## config.mk

```make
export PLATFORM = sky130hd
export DESIGN_NAME = pipe_stage_chain
export DESIGN_NICKNAME = d
export VERILOG_FILES = /design/src/rtl/pipe_stage_chain.sv
export SDC_FILE = /design/constraint.sdc
export NUM_CORES = 1
export LEC_CHECK = 0
export BUFFER_PORTS_ARGS = -buffer_cell sky130_fd_sc_hd__buf_2
export CAP_MARGIN = 25
export CORE_AREA = 4 4 180 182
export DETAILED_ROUTE_END_ITERATION = 10
export DIE_AREA = 0 0 184 186
export GPL_TIMING_DRIVEN = 1
export PLACE_DENSITY = 0.68
export SETUP_SLACK_MARGIN = 0.4
export SLEW_MARGIN = 10
export SYNTH_ARGS = -nofsm -noshare
export SYNTH_HDL_FRONTEND = slang
export SYNTH_SLANG_ARGS = --single-unit
```

## constraint.sdc

```tcl
create_clock -name CLK -period 10.54 [get_ports CLK]
set_input_delay 0.527 -clock CLK [delete_from_list [all_inputs] [get_ports CLK]]
set_output_delay 0.527 -clock CLK [all_outputs]
set_load 0.05 [all_outputs]
```

## src/rtl/pipe_stage_chain.sv

```systemverilog
// ============================================================================
// Module   : pipe_stage_chain
// Brief    : DEPTH-stage valid/data pipeline with per-stage stall and flush.
// Revision : 1.0
// ============================================================================
`default_nettype none

module pipe_stage_chain #(
    parameter int                 WIDTH      = 64,
    parameter int                 DEPTH      = 4,
    parameter logic [WIDTH-1:0]   RESET_DATA = '0
) (
    input  logic                         CLK,
    input  logic                         resetl,
    input  logic                         in_valid,
    input  logic [WIDTH-1:0]             in_data,
    output logic                         in_ready,
    input  logic [DEPTH-1:0]             stall_vec,
    input  logic [DEPTH-1:0]             flush_vec,
    output logic [DEPTH-1:0]             stage_valid,
    output logic [DEPTH*WIDTH-1:0]       stage_data,
    output logic                         out_valid,
    output logic [WIDTH-1:0]             out_data,
    output logic [$clog2(DEPTH+1)-1:0]   occupancy,
    output logic [31:0]                  stall_cnt,
    output logic [31:0]                  kill_cnt
);

    localparam int CNT_W = $clog2(DEPTH+1);

    logic [DEPTH-1:0] r_valid;
    logic [WIDTH-1:0] r_data [DEPTH];
    logic [DEPTH-1:0] w_hold;
    logic [DEPTH-1:0] w_nxt_valid;
    logic [WIDTH-1:0] w_nxt_data [DEPTH];
    logic [DEPTH-1:0] w_kill_mask;
    logic [CNT_W-1:0] w_kill_pop;
    logic [CNT_W-1:0] w_occ;
    logic [32:0]      w_kill_sum;
    logic [31:0]      r_stall_cnt;
    logic [31:0]      r_kill_cnt;

    genvar gi;
    generate
        for (gi = 0; gi < DEPTH; gi++) begin : g_stage
            // A stall on any stage freezes that stage and everything upstream.
            assign w_hold[gi] = |stall_vec[DEPTH-1:gi];

            if (gi == 0) begin : g_first
                assign w_nxt_valid[gi] = w_hold[gi] ? r_valid[gi] : in_valid;
                assign w_nxt_data[gi]  = w_hold[gi] ? r_data[gi]  : in_data;
            end else begin : g_rest
                assign w_nxt_valid[gi] = w_hold[gi]   ? r_valid[gi]   :
                                         w_hold[gi-1] ? 1'b0          : r_valid[gi-1];
                assign w_nxt_data[gi]  = (w_hold[gi] || w_hold[gi-1]) ? r_data[gi] : r_data[gi-1];
            end

            assign stage_data[gi*WIDTH +: WIDTH] = r_data[gi];
        end
    endgenerate

    assign w_kill_mask = w_nxt_valid & flush_vec;

    always_comb begin
        w_kill_pop = '0;
        w_occ      = '0;
        for (int i = 0; i < DEPTH; i++) begin
            w_kill_pop = w_kill_pop + CNT_W'(w_kill_mask[i]);
            w_occ      = w_occ + CNT_W'(r_valid[i]);
        end
    end

    assign w_kill_sum = {1'b0, r_kill_cnt} + 33'(w_kill_pop);

    always_ff @(posedge CLK) begin
        if (!resetl) begin
            r_valid     <= '0;
            r_stall_cnt <= '0;
            r_kill_cnt  <= '0;
            for (int i = 0; i < DEPTH; i++) begin
                r_data[i] <= RESET_DATA;
            end
        end else begin
            r_valid <= w_nxt_valid & ~flush_vec;
            for (int i = 0; i < DEPTH; i++) begin
                r_data[i] <= w_nxt_data[i];
            end
            if (in_valid && w_hold[0] && (r_stall_cnt != 32'hFFFF_FFFF)) begin
                r_stall_cnt <= r_stall_cnt + 32'd1;
            end
            r_kill_cnt <= w_kill_sum[32] ? 32'hFFFF_FFFF : w_kill_sum[31:0];
        end
    end

    assign in_ready    = ~w_hold[0];
    assign stage_valid = r_valid;
    assign out_valid   = r_valid[DEPTH-1];
    assign out_data    = r_data[DEPTH-1];
    assign occupancy   = w_occ;
    assign stall_cnt   = r_stall_cnt;
    assign kill_cnt    = r_kill_cnt;

endmodule

`default_nettype wire

```

==> impl_metrics.json, run 1 <==
{
  "reg2reg_depth": 13,
  "drive_gt1_share_pct": 28.22,
  "netlist_instances": 1584,
  "cts_buffers": 35,
  "synth_compound_area_share_pct": 14.99,
  "track_usage_pct": 22.17,
  "root_buffer": "clkbuf_16",
  "ctsHtreeMaxLevel": 2,
  "async_reset_ff_share_pct": 0,
  "start_util_pct": 41.49,
  "fin_hold_ws_ns": 0.2086,
  "syn_area_um2": 12690,
  "required_ns": 10.96,
  "hold_class": "in2reg",
  "muxShareOfSynthArea_pct": 0.1577,
  "tightest_slew_ns": 1.042,
  "yosys_warnings": 0,
  "die_area_um2": 34220,
  "drt-total-wl_um": 40950,
  "setup_viol": 0,
  "synth_area_leader_cell": "dfxtp_1",
  "core_um2": 30590,
  "ant_nets": 0,
  "hold_depth": 2,
  "synth_fa_ha_area_share_pct": 1.025,
  "rows": 64,
  "area_growth_pct": 24.72,
  "fin_tns_setup_ns": 0,
  "power_density_nw_per_um2": 160.1,
  "endpoint": "kill_cnt[1]$_SDFF_PN0_",
  "synth_top_family_by_area": "simple AND/OR/NAND/NOR gates",
  "drv_cap": 0,
  "startpoint": "stall_vec[1]",
  "dp_slack_ns": 4.968,
  "ys_types": 54,
  "synth_top_cell_area_share_pct": 51.11,
  "post_cts.repair.setup_buffers": 0,
  "gr-total-overflow": 0,
  "crit_arrival_ns": 4.99,
  "synth_area_leaders": "dfxtp_1 (51%), nand2_1 (16%), a21oi_1 (12%)",
  "fin_total_pwr_mw": 2.535,
  "timing.final.crit_share_pct": 43.36,
  "ys_ff_latch": 324,
  "synth_ff_type": "dfxtp_1",
  "dr.first_iter.drc_count": 704,
  "syn_avg_cell_area_um2": 8.012,
  "drc": 0,
  "cts_hold_buffers": 0,
  "final_core_util_pct": 51.74,
  "cts.path.max_buffers": 3,
  "cts-resized-gates": 0,
  "synth_edf_count": 0,
  "final.setup_skew_ns": 0.01222,
  "use_met3_pct": 4.768,
  "ios": 468,
  "fin_nets": 2010,
  "synth_xor_area_share_pct": 1.794,
  "clock-sinks": 324,
  "synth_seq_area_share_pct": 51.11,
  "cts_tree": "built",
  "clkTransAtPathRegs_ns": 0.05,
  "outcome": "finished, final reports clean",
  "fp.dieW_um": 184,
  "gp_congestion": 0.8993,
  "syn_nets": 1667,
  "synth_most_common_cell": "nand2_1",
  "busiest_layer": "met2",
  "hpwl_um": 28790,
  "timing.rr.start": "stage_valid[1]$_SDFF_PN0_",
  "slew_headroom_pct": 30.52,
  "worstPathMaxFanout": 38,
  "grt_start_max_net_pins": 155,
  "first_global_vias": 11060,
  "finalMaxSlewViolations": 0,
  "synthSimpleGateAreaFrac_pct": 23.17,
  "die_h_um": 186,
  "reg2reg_slack_ns": 6.64,
  "worstSetupPathType": "in2reg",
  "rsz0062_at_grt": "false",
  "crit_path_start_kind": "input port",
  "met2_usage_pct": 38.14,
  "via_count": 12190,
  "finalHoldViolations": 0,
  "grt_pass1_wl_um": 61740,
  "worstSetupEndpointType": "flip-flop",
  "irDropWorstVdd_mv": 0.1189,
  "grt_use_met1_pct": 28.28,
  "numPortBuffers": 467,
  "drtPass1Iterations": 5,
  "synth_common_cells": "nand2_1 (544), dfxtp_1 (324), a21oi_1 (306)",
  "max_freq_ghz": 0.2188,
  "worst_slack_ns": 5.969,
  "clock_latency_ns": 0.50,
  "fin_crit_ns": 4.571,
  "p_leak_nw": 6.844,
  "r2r_end": "kill_cnt[1]$_SDFF_PN0_",
  "routed_via_density": 5.195,
  "antenna_found_initial": 4,
  "post_drt_wl_per_cell_um": 17.46
}
report_power, final:
part / total, mW / switching [mW] / internal, mW / leakage [nW]
combinational: 0.109 / 0.0866 / 0.0222 / 3.69
clock: 1.19 / 0.484 / 0.706 / 0.546
sequential: 1.24 / 0.00516 / 1.23 / 2.61
metrics by stage:
stage / area [µm²] / instances
floorplan: 12690 / 1584
global placement: 14700 / 2285
global route: 15830 / 2345
detailed placement: 14700 / 2285
CTS: 15810 / 2344
finish: 15830 / 2346
cell usage in the layout (no fill, tap or decap), types with 3 or more instances in the layout:
cell         n
o21a_1       9
buf_4       10
nand4_1     19
ha_1         4
fa_1         4
a211oi_1     3
or3_1       14
nand2_1    544
o21ai_0      5
a21oi_1    306
or4_1        8
clkinv_2     8
clkbuf_1     5
inv_1       12
nor4_1       8
inv_6        3
xor2_1      21
and4_1       6
nor2_1       8
nand3_1     28
o31a_1       6
dfxtp_1    324
nor3_1       3
o31ai_1      9
nor3b_1      3
clkbuf_8     3
clkbuf_16   35
o21ai_1     11
xnor2_1      5
buf_2      467
bufinv_16    3
and3_1      11
and2_1       5
nand2b_1     4
worst max-delay path, stage by stage:
cell     delay, ns
buf_2         0.13
or4_4         0.74
inv_4         0.41
nand2_1       0.09
o21ai_0       0.13
nand2_1       0.12
fa_1          0.50
fa_1          0.46
inv_1         0.08
fa_1          0.25
and2_0        0.46
and3_1        0.33
nand3_1       0.29
buf_8         0.27
a21oi_1       0.16
state kept, by name, indices dropped and copies added, names as in the netlist:
| signal | cells |
|---|---|
| kill_cnt | 32 |
| r_data | 256 |
| stall_cnt | 32 |
| stage_valid | 4 |
final cells by class:
cell class | count | area, µm²
Antenna cell | 1 | 2.502
Tap cell | 396 | 495.5
Fill cell | 2973 | 14760
Multi-Input combinational cell | 1074 | 5246
Clock buffer | 43 | 935.9
Timing Repair Buffer | 478 | 2427
Clock inverter | 16 | 171.4
Sequential cell | 324 | 6486
Inverter | 14 | 62.56
cell families (layout without fill, tap and decap cells):
family                     count (synthesis)  after routing
other                                      0              1
DFF                                      324            324
muxes                                      2              2
adders and majority gates                  8              8
xor gates and xnor gates                  26             26
and+or+nand+nor                          680            680
AOI/OAI and AO/OA                        358            358
buffers and inverters                    186            551
metal layers:
metal	up-vias	part of all wire, %
met1	5755	40
met4	6	2.4
met3	72	7.5
met2	448	50
met5	-	0.083
li1	5906	-
how the worst min path moves through the flow:
| stage | to | from | slack [ns] |
|---|---|---|---|
| final | stage_valid[3]$_SDFF_PN0_ | flush_vec[3] | 0.21 |
| after global routing | stage_valid[3]$_SDFF_PN0_ | flush_vec[3] | 0.20 |
| after CTS | stage_valid[0]$_SDFF_PN0_ | flush_vec[0] | 0.19 |
| after detailed placement | r_data[3][16]$_SDFFE_PN0N_ | r_data[3][16]$_SDFFE_PN0N_ | 0.45 |
| after global placement | r_data[3][16]$_SDFFE_PN0N_ | r_data[3][16]$_SDFFE_PN0N_ | 0.45 |
| after floorplan | stage_valid[0]$_SDFF_PN0_ | flush_vec[0] | 0.60 |
No activity file was read; power rests on OpenSTA's default activity.
==> inputs of run 2 (changes only) <==
CORE_AREA = 4 4 181 183   (was 4 4 180 182)
DIE_AREA = 0 0 185 187   (was 0 0 184 186)
PLACE_DENSITY = 0.67   (was 0.68)
clock period = 4.23 ns   (was 10.54 ns; I/O delays follow)
==> impl_metrics.json, run 2 (synthesis gave the netlist of run 1 again) <==
{
  "outcome": "finished, final reports clean",
  "switching_share_pct": 22.88,
  "rows": 65,
  "place_area_um2": 14800,
  "regMostFlops": "r_data",
  "clock_latency_ns": 0.52,
  "cts.path.max_buffers": 3,
  "drive_gt1_share_pct": 27.76,
  "grt_pass1_wl_um": 63380,
  "cts_tree": "built",
  "crit_arrival_ns": 3.97,
  "ctsHtreeMaxLevel": 2,
  "area_growth_pct": 32.25,
  "cts-resized-gates": 0,
  "seqCellArea_um2": 6486,
  "fin_crit_ns": 3.545,
  "multi_input_area_um2": 5246,
  "fin_hold_ws_ns": 0.04395,
  "reg2reg_depth": 13,
  "rsz0062_at_grt": "false",
  "track_usage_pct": 22.23,
  "drv_cap": 0,
  "irDropWorstVdd_mv": 0.2809,
  "max_freq_ghz": 0.2821,
  "cp_top_family": "simple AND/OR/NAND/NOR gates",
  "grt_start_max_net_pins": 180,
  "root_buffer": "clkbuf_16",
  "path_cells": "inv_1 -> or3_1 -> nand2_1 -> nand2_1 -> fa_1 -> fa_1 -> inv_1 -> fa_1 -> and2_0 -> and3_1 -> nand3_1 -> buf_4 -> a21oi_1",
  "final_cell_mix": "nand2_1 (544), buf_2 (467), dfxtp_1 (324)",
  "gp_congestion": 0.8400,
  "tightest_slew_ns": 0.8994,
  "p_sw_mw": 1.508,
  "finalMaxSlewViolations": 0,
  "hpwl_um": 28340,
  "worstSetupEndpointType": "flip-flop",
  "post_drt_wl_per_cell_um": 16.93,
  "clock-sinks": 324,
  "min-delay-start": "stall_vec[0]",
  "worst_slack_ns": 0.6847,
  "p_int_mw": 5.081,
  "timing.final.crit_share_pct": 83.81,
  "comb_power_share_pct": 5.1,
  "ant_nets": 0,
  "crit_top_cell": "fa_1",
  "design_area_um2": 16780,
  "start_util_pct": 40.64,
  "post_cts.repair.setup_buffers": 0,
  "cts_hold_buffers": 68,
  "timing.rr.start": "stage_valid[1]$_SDFF_PN0_",
  "crit_path_start_kind": "flip-flop",
  "core_um2": 31230,
  "final_common_cell": "nand2_1",
  "worstPathMaxFanout": 11,
  "drtPass1Iterations": 5,
  "fin_nets": 2090,
  "hold_class": "in2reg",
  "numPortBuffers": 467,
  "required_ns": 4.66,
  "r2r_end": "kill_cnt[16]$_SDFF_PN0_",
  "antenna_found_initial": 3,
  "final.setup_skew_ns": 0.01823,
  "clkTransAtPathRegs_ns": 0.05,
  "cts_buffers": 37,
  "cp_slowest_cell": "fa_1",
  "fp.dieW_um": 185,
  "sequentialPowerShare_pct": 46.8,
  "whs_endpoint": "stage_valid[1]$_SDFF_PN0_",
  "worstSetupPathType": "reg2reg",
  "routed_via_density": 5.089,
  "fill_cells": 2980,
  "fin_tns_setup_ns": 0,
  "dp_slack_ns": 0.3426,
  "gr-total-overflow": 0,
  "power_density_nw_per_um2": 392.6,
  "first_global_vias": 11280,
  "drc": 0,
  "die_h_um": 187,
  "reg2reg_slack_ns": 0.68,
  "via_count": 12410,
  "critPathBufInv": 3,
  "finalHoldViolations": 0,
  "largest_register_ffs": 256,
  "p_leak_nw": 7.256,
  "slew_headroom_pct": 40.04,
  "drt-total-wl_um": 41280,
  "die_area_um2": 34600,
  "dr.first_iter.drc_count": 733,
  "setup_viol": 0,
  "pwr-share-clk_pct": 48.2,
  "hold_depth": 3,
  "critPathMaxStageDelay_ns": 0.46,
  "ios": 468
}
## run 2: cell types whose count changed in the layout (fill, tap and decap cells not counted), sizes merged
cell / delta
bufinv: -1
clkbuf: +11
buf: +10
diode: +1
dlygate4sd3: +68
inv: -2
clkinv: +1
clkinvlp: -1
## run 2: power by group through the flow
| stage | Sequential [mW] | Clock [mW] | Combinational [mW] |
|---|---|---|---|
| 6_report | 3.08 | 3.17 | 0.333 |
| 5_1_grt | 3.08 | 3.38 | 0.357 |
| 4_1_cts | 3.08 | 3.24 | 0.325 |
| 3_5_place_dp | 3.15 | 0 | 0.274 |
| 3_3_place_gp | 3.15 | 0 | 0.273 |
| 2_1_floorplan | 3.20 | 0 | 0.115 |
## run 2: worst register-to-register path, cell delays in order (launching register included)
cell and delay (ns):
dfxtp_1 0.35, inv_1 0.08, or3_1 0.40, nand2_1 0.08, nand2_1 0.06, fa_1 0.46
fa_1 0.46, inv_1 0.08, fa_1 0.23, and2_0 0.19, and3_1 0.25, nand3_1 0.38
buf_4 0.32, a21oi_1 0.14
## run 2: per-layer routing
metal	vias up	global-route usage [%]	wire, µm	part of all wire (%)
li1	6057	-	-	-
met2	477	37.08	19810	48
met1	5799	28.46	17320	42
met3	76	4.551	2835	6.9
met4	2	8.018	1309	3.2
met5	-	0	7	0.017
## run 2: worst max path at each step
stage | start | to | slack (ns) | cells past startpoint
after floorplan | stall_vec[0] | kill_cnt[21]$_SDFF_PN0_ | 0.45 | 17
after global placement | stall_vec[1] | kill_cnt[27]$_SDFF_PN0_ | 0.42 | 15
after detailed placement | stall_vec[1] | kill_cnt[17]$_SDFF_PN0_ | 0.34 | 15
after CTS | stage_valid[1]$_SDFF_PN0_ | kill_cnt[17]$_SDFF_PN0_ | 0.67 | 13
after global routing | stage_valid[1]$_SDFF_PN0_ | kill_cnt[19]$_SDFF_PN0_ | 0.41 | 13
final | stage_valid[1]$_SDFF_PN0_ | kill_cnt[16]$_SDFF_PN0_ | 0.68 | 13
## run 2: layout make-up
type / instances / area share [%]
diodes: 2 / 0.02982
clock buffers: 54 / 6.434
repair buffers: 556 / 19.38
well taps: 402 / 2.997
flip-flops and latches: 324 / 38.65
inverters: 14 / 0.3727
multi-input cells: 1074 / 31.26
clock inverters: 13 / 0.8797
## run 2: metrics by stage
| step | power, mW | cells | utilization [%] |
|---|---|---|---|
| 2_1_floorplan | 3.317 | 1584 | - |
| 3_3_place_gp | 3.420 | 2299 | 47.38 |
| 3_5_place_dp | 3.423 | 2299 | 47.38 |
| 4_1_cts | 6.648 | 2434 | 53.49 |
| 5_1_grt | 6.817 | 2439 | 53.74 |
| 6_report | 6.589 | 2439 | 53.74 |
==> inputs of run 3 (changes only) <==
clock period = 3.3 ns   (was 4.23 ns; I/O delays follow)
==> impl_metrics.json, run 3 (synthesis gave the netlist of run 1 again) <==
{
  "timing.final.crit_share_pct": 90.36,
  "largest_register_ffs": 256,
  "via_count": 12490,
  "p_leak_nw": 7.314,
  "ctsHtreeMaxLevel": 2,
  "start_util_pct": 40.64,
  "antenna_found_initial": 2,
  "area_growth_pct": 33.54,
  "final_cells": 2449,
  "outcome": "finished, final reports clean",
  "cts_tree": "built",
  "crit_arrival_ns": 3.33,
  "drc": 0,
  "cp_slowest_cell": "fa_1",
  "rows": 65,
  "irDropWorstVdd_mv": 0.3697,
  "die_h_um": 187,
  "grt_start_max_net_pins": 109,
  "grt_pass1_wl_um": 64690,
  "place_inst": 2307,
  "power_density_nw_per_um2": 497.2,
  "finalMaxSlewViolations": 0,
  "gp_congestion": 0.8854,
  "regMostFlops": "r_data",
  "path_cells": "inv_2 -> or3_4 -> nand2_2 -> nand2_2 -> fa_1 -> fa_2 -> inv_2 -> fa_2 -> nand4_1 -> nor3_2 -> nand4_1 -> xor2_1 -> a21oi_1",
  "clock-sinks": 324,
  "track_usage_pct": 22.88,
  "ant_nets": 0,
  "root_buffer": "clkbuf_16",
  "crit_path_start_kind": "flip-flop",
  "worstPathMaxFanout": 3,
  "dr.first_iter.drc_count": 672,
  "post_drt_wl_per_cell_um": 17.29,
  "fin_crit_ns": 2.982,
  "worstSetupEndpointType": "flip-flop",
  "final_core_util_pct": 54.27,
  "drtPass1Iterations": 5,
  "fin_nets": 2103,
  "core_um2": 31230,
  "multi_input_area_um2": 5344,
  "hold_class": "in2reg",
  "required_ns": 3.65,
  "fill_cells": 2906,
  "drt-total-wl_um": 42350,
  "final.setup_skew_ns": 0.01357,
  "fin_tns_setup_ns": 0,
  "tightest_slew_ns": 1.011,
  "critPathBufInv": 2,
  "cts.path.max_buffers": 3,
  "cts_buffers": 36,
  "clkTransAtPathRegs_ns": 0.05,
  "drive_gt1_share_pct": 29.14,
  "rsz0062_at_grt": "true",
  "numPortBuffers": 467,
  "fp.dieW_um": 185,
  "setup_viol": 0,
  "gr-total-overflow": 0,
  "first_global_vias": 11560,
  "hpwl_um": 29050,
  "max_freq_ghz": 0.3354,
  "final_common_cell": "nand2_1",
  "drv_cap": 0,
  "finalHoldViolations": 0,
  "design_area_um2": 16950,
  "clock_latency_ns": 0.51,
  "final_cell_mix": "nand2_1 (542), buf_2 (467), dfxtp_1 (323)",
  "cp_top_family": "simple AND/OR/NAND/NOR gates",
  "ios": 468,
  "worstSetupPathType": "reg2reg",
  "seqCellArea_um2": 6490,
  "slew_headroom_pct": 32.58,
  "routed_via_density": 5.102,
  "die_area_um2": 34600,
  "critPathMaxStageDelay_ns": 0.46,
  "place_area_um2": 14950
}
## run 3: cell count changes in the layout (fill, tap and decap cells not counted), moves of 3 or more
cell	change
a21oi_1	-10
a21oi_2	+10
clkbuf_8	-5
buf_4	+12
clkbuf_1	+3
## run 3: worst paths after layout
kind | slack, ns | end | start | cells after the start
setup / recovery | 0.32 | kill_cnt[14]$_SDFF_PN0_ | stage_valid[1]$_SDFF_PN0_ | 13
hold reg to reg | 0.46 | r_data[2][35]$_SDFFE_PN0N_ | r_data[1][35]$_SDFFE_PN0N_ | 2
hold / removal | 0.1 | stage_valid[0]$_SDFF_PN0_ | in_valid | 4
setup reg to reg | 0.32 | kill_cnt[14]$_SDFF_PN0_ | stage_valid[1]$_SDFF_PN0_ | 13
## run 3: layout make-up
type / instances / share of cell area (%)
sequential: 324 / 38.29
multi-input combinational: 1074 / 31.53
timing repair buffer: 570 / 19.82
clock buffer: 52 / 6.032
tap: 402 / 2.968
clock inverter: 11 / 0.9598
inverter: 14 / 0.3691
antenna: 2 / 0.02953
## run 3: layer usage
layer | wire length [µm] | GRT usage (%)
met1 | 17480 | 28.96
met2 | 20470 | 38.82
met3 | 2993 | 4.648
met4 | 1396 | 7.792
met5 | 0 | 0
## run 3: metrics by stage
stage                     setup slack [ns]  hold WS [ns]  total power, mW
after floorplan                    0.05079        0.2337            4.253
after global placement             0.01313        0.3445            4.395
after detailed placement           -0.1086        0.3482            4.399
after CTS                           0.3265       0.07819            8.509
after global routing                0.2256       0.09701            8.710
final                               0.3182       0.09678            8.426
## run 3: power by group
group / internal, mW / switching [mW] / leakage, nW
Combinational: 0.135 / 0.292 / 4.12
Sequential: 3.93 / 0.0165 / 2.61
Clock: 2.47 / 1.58 / 0.583
## run 3: timing repair
action                                  CTS  global route
gates cloned                              0             1
resized for setup                         3             9
setup buffers                             3             4
pin swaps                                13             9
endpoints found under the setup margin   31            31
endpoints found under the hold margin    68             0
hold buffers                             69             0
## run 3: worst min-delay path: stages
cell and delay (ns):
buf_2 0.12, nand2_1 0.08, o21ai_2 0.06, nor3b_1 0.12
